**src/rtl/fx3_stream_writer.sv**
```systemverilog
// Streams PACKET_WORDS-word packets from the sample FIFO onto the FX3 GPIF bus.
// Write strobe is the read request delayed by READ_LATENCY; packets are never split once started.
module fx3_stream_writer #(
  parameter int PACKET_WORDS = 8192,
  parameter int READ_LATENCY = 2,
  parameter int GAP_CYCLES   = 4
) (
  input  logic        fx3Clk,
  input  logic        nReset,
  input  logic        collectData,
  input  logic        dataAvailable,
  input  logic [15:0] fifoData,
  input  logic        fx3Ready,
  output logic        readData,
  output logic [15:0] fx3Data,
  output logic        fx3nWrite,
  output logic        transferActive,
  output logic [15:0] packetCount
);

  localparam int CW = $clog2(PACKET_WORDS + 1);

  typedef enum logic [1:0] {IDLE, READ, DRAIN, GAP} state_t;

  state_t                  state_q, state_d;
  logic [CW-1:0]           word_q, word_d;
  logic [3:0]              gap_q, gap_d;
  logic [READ_LATENCY-1:0] strobe_q, strobe_d;
  logic [15:0]             count_q, count_d;
  logic                    armed_q;

  always_ff @(posedge fx3Clk or negedge nReset) begin
    if (!nReset) begin
      state_q  <= IDLE;
      word_q   <= '0;
      gap_q    <= '0;
      strobe_q <= '0;
      count_q  <= '0;
      armed_q  <= 1'b0;
    end else begin
      state_q  <= state_d;
      word_q   <= word_d;
      gap_q    <= gap_d;
      strobe_q <= strobe_d;
      count_q  <= count_d;
      armed_q  <= 1'b1;
    end
  end

  always_comb begin
    state_d     = state_q;
    word_d      = word_q;
    gap_d       = gap_q;
    count_d     = count_q;
    strobe_d    = '0;
    strobe_d[0] = (state_q == READ);
    for (int k = 1; k < READ_LATENCY; k++) begin
      strobe_d[k] = strobe_q[k-1];
    end

    case (state_q)
      IDLE: begin
        // armed_q holds off the first packet until one full cycle after reset release
        if (armed_q && collectData && dataAvailable && fx3Ready) begin
          state_d = READ;
          word_d  = '0;
        end
      end
      READ: begin
        if (word_q == CW'(PACKET_WORDS - 1)) begin
          state_d = DRAIN;
          word_d  = '0;
        end else begin
          word_d = word_q + CW'(1);
        end
      end
      DRAIN: begin
        if (strobe_d == '0) begin
          state_d = GAP;
          gap_d   = '0;
          count_d = count_q + 16'd1;
        end
      end
      GAP: begin
        if (gap_q == 4'(GAP_CYCLES - 1)) begin
          state_d = IDLE;
        end else begin
          gap_d = gap_q + 4'd1;
        end
      end
      default: state_d = IDLE;
    endcase

    if ((state_q == IDLE || state_q == GAP) && !collectData) begin
      count_d = '0;
    end
  end

  assign readData       = (state_q == READ);
  assign fx3nWrite      = ~strobe_q[READ_LATENCY-1];
  assign transferActive = readData | (|strobe_q);
  assign fx3Data        = fifoData;
  assign packetCount    = count_q;

endmodule

```
**config.mk**
```make
export PLATFORM = sky130hd
export DESIGN_NAME = fx3_stream_writer
export DESIGN_NICKNAME = d
export VERILOG_FILES = /design/src/rtl/fx3_stream_writer.sv
export SDC_FILE = /design/constraint.sdc
export NUM_CORES = 1
export LEC_CHECK = 0
export BUFFER_PORTS_ARGS = -buffer_cell sky130_fd_sc_hd__buf_2
export CAP_MARGIN = 20
export CORE_AREA = 2 2 70 72
export DETAILED_ROUTE_END_ITERATION = 10
export DIE_AREA = 0 0 72 74
export PLACE_DENSITY_LB_ADDON = 0.05
export SLEW_MARGIN = 20
export SYNTH_ARGS = -nofsm -noshare
export SYNTH_HDL_FRONTEND = slang
export SYNTH_SLANG_ARGS = --single-unit
```
**constraint.sdc**
```tcl
create_clock -name fx3Clk -period 3.26 [get_ports fx3Clk]
set_input_delay 0.652 -clock fx3Clk [delete_from_list [all_inputs] [get_ports fx3Clk]]
set_output_delay 0.652 -clock fx3Clk [all_outputs]
set_load 0.02 [all_outputs]
```
==> impl_metrics.env <==
export IMPL_outcome="finished, final reports clean"
export IMPL_dp_hpwl_microns=3100
export IMPL_synth_fp_nets=267
export IMPL_required_ns=3.48
export IMPL_drtIter0Drc=75
export IMPL_setup_ws_ns=0.8326
export IMPL_layout_commonest_cell="dfrtp_1"
export IMPL_cp_cell_sequence="inv_1 > ha_1 > or3b_1 > or2_1 > or4_1 > a21oi_1"
export IMPL_slew_headroom=0.4274
export IMPL_peakVddDrop_mv=0.1697
export IMPL_tightest_slew_ns=0.8589
export IMPL_cp_data_arrival_time_ns=2.65
export IMPL_period_share=0.7446
export IMPL_syn2layout_area_growth_pct=4.741
export IMPL_rows=25
export IMPL_syn_area_sq_mm=0.002217
export IMPL_vias=1706
export IMPL_critPathMaxFanout=14
export IMPL_cts_made_buffers=5
export IMPL_slowest_stage="or3b_1"
export IMPL_hold_path_class="in -> async"
export IMPL_cpPeakStageDelay_ns=0.53
export IMPL_final_max_slew_viol_count=0
export IMPL_dr_pass1_iters=4
export IMPL_design_area_sq_mm=0.002322
export IMPL_clock_sinks=39
export IMPL_routed_wl_microns=4391
export IMPL_cts_tree="built"
export IMPL_drive_gt1_frac=0.1429
export IMPL_fin_tns_setup_ns=0
export IMPL_synth_cell_types=45
export IMPL_final_cell_mix="39 x dfrtp_1, 23 x buf_2, 20 x nand2_1"
export IMPL_netlist_top_cells_area="dfrtp_1 44%, buf_4 5.8%, o21ai_0 4.1%"
export IMPL_fin_skew_ns=0.005624
export IMPL_utilization=0.5050
export IMPL_root_buffer="clkbuf_8"
export IMPL_ant_nets=0
export IMPL_power_uw=873.3
export IMPL_startpoint_type="flip-flop"
export IMPL_end_kind="flip-flop"
export IMPL_preCtsSetupSlack_ns=0.8288
export IMPL_powerDensity_mw_per_mm2=376.1
export IMPL_avgSynthCellArea_sq_um=9.277
export IMPL_ys_seq_area_frac=0.4402
export IMPL_place_area_sq_mm=0.002241
export IMPL_synth_edf_count=0
export IMPL_coreArea_sq_mm=0.004598
export IMPL_synth_area_leader_cell="dfrtp_1"
export IMPL_drv_cap=0
export IMPL_ys_async_sr_fraction=1.000
export IMPL_clk_pin_slew_worst_paths_ns=0.08
export IMPL_cts_buffer_depth=2
export IMPL_finalHoldViolations=0
export IMPL_port_buffers=23
export IMPL_viasPerCell=5.706
export IMPL_grt_pass1_wl_microns=7162
export IMPL_synthCells=239
export IMPL_finalSetupViolations=0
export IMPL_synth_main_ff_cell="dfrtp_1"
export IMPL_antenna_cells=0
export IMPL_htree_levels=2
export IMPL_overflow=0
export IMPL_postCtsSetupBuffers=0
export IMPL_ys_ff_latch=39
export IMPL_routabilityCongestion=0.7534
export IMPL_yosys_warnings=0
export IMPL_rsz0062_at_grt="false"
export IMPL_clk_insertion_delay_late_ns=0.29
export IMPL_max_clock_freq_mhz=412.0
export IMPL_pin_count=56
export IMPL_grt_max_degree=40
export IMPL_cts_resized_gates=0
export IMPL_crit_type="reg -> reg"
export IMPL_fin_crit_ns=2.427
export IMPL_synth_top_cell_area_share=0.4402
export IMPL_grt_util_all_layers=0.1730
export IMPL_die_area_sq_mm=0.005328
export IMPL_die_y_microns=74
export IMPL_reg2reg_depth=6
export IMPL_start_util=0.4822
export IMPL_drc=0
export IMPL_wl_per_cell_microns=14.69
export IMPL_hold_buffers=0
export IMPL_grt_pass1_vias=1517
export IMPL_antenna_found_initial=0
export IMPL_die_w_microns=72
export IMPL_leakagePower_nw=0.9391
export IMPL_nNetsFinal=272
-- synthesized netlist by cell type (3+ instances only) --
master and number:
dfrtp_1 39, nand2_1 20, o21ai_0 18, buf_4 17, nor2_1 17, nand3_1 14
a21oi_1 10, nand4_1 10, clkbuf_1 8, inv_1 8, ha_1 7, o31ai_1 7
xor2_1 6, or3_1 5, and2_1 4, and4_1 4, or4_1 4, xnor2_1 4
nand2b_1 3, o311ai_0 3
-- logic make-up after synthesis --
group	synth area share
AOI/OAI and AO/OA	0.1479
xor gates and xnor gates	0.03950
adders and majority gates	0.03950
buffers and inverters	0.09198
DFF	0.4402
muxes	0.01919
other	0.001691
and+or+nand+nor	0.2201
-- final timing paths --
check / from / endpoint / slack (ns)
hold / removal: nReset / gap_q[1] / 0.47
setup reg to reg: state_q[1] / packetCount[15] / 0.83
setup / recovery: state_q[1] / packetCount[15] / 0.83
min in group fx3Clk: strobe_q[0] / strobe_q[1] / 0.50
max in group asynchronous: nReset / word_q[12] / 2.25
hold reg to reg: strobe_q[0] / strobe_q[1] / 0.50
-- sequential cells by signal, indices dropped and copies added, names as in the netlist --
signal       flops
state_q          2
armed_q          1
gap_q            4
packetCount     16
word_q          14
strobe_q         2
-- layer usage --
layer  GRT usage  part of all wire  vias up  wire [microns]
met5           0                 0        -               0
met4     0.05451            0.0096        0              42
met3     0.04607             0.051        6             226
met2      0.2582              0.46       37            2008
met1      0.2472              0.48      809            2114
li1            -                 -      854               -
-- per-stage QoR --
stage          hold slack [ns]  std cells
3_3_place_gp            0.4909        291
2_1_floorplan           0.3564        239
5_1_grt                 0.5253        299
3_5_place_dp            0.4796        291
6_report                0.4665        299
4_1_cts                 0.5010        299
-- layout make-up --
class / count / area (sq um)
Clock buffer: 7 / 76.32
Clock inverter: 1 / 5.005
Fill cell: 440 / 2276
Inverter: 8 / 30.03
Multi-Input combinational cell: 165 / 1037
Sequential cell: 39 / 975.9
Tap cell: 54 / 67.56
Timing Repair Buffer: 25 / 130.1
-- where the power goes --
group / switching [mW] / internal (mW) / leakage, nW
Sequential: 0.0140 / 0.494 / 0.460
Combinational: 0.0344 / 0.0174 / 0.437
Clock: 0.163 / 0.150 / 0.0422
Total: 0.212 / 0.662 / 0.939
-- worst max-delay path, delay by kind of cell (launching register included) --
kind | cells | cell delay (ns)
fa+ha+maj | 1 | 0.34
buf+inv | 1 | 0.08
compound gates | 1 | 0.14
simple gates | 3 | 1.40
flops | 1 | 0.40
No activity file was read; power rests on OpenSTA's default activity.
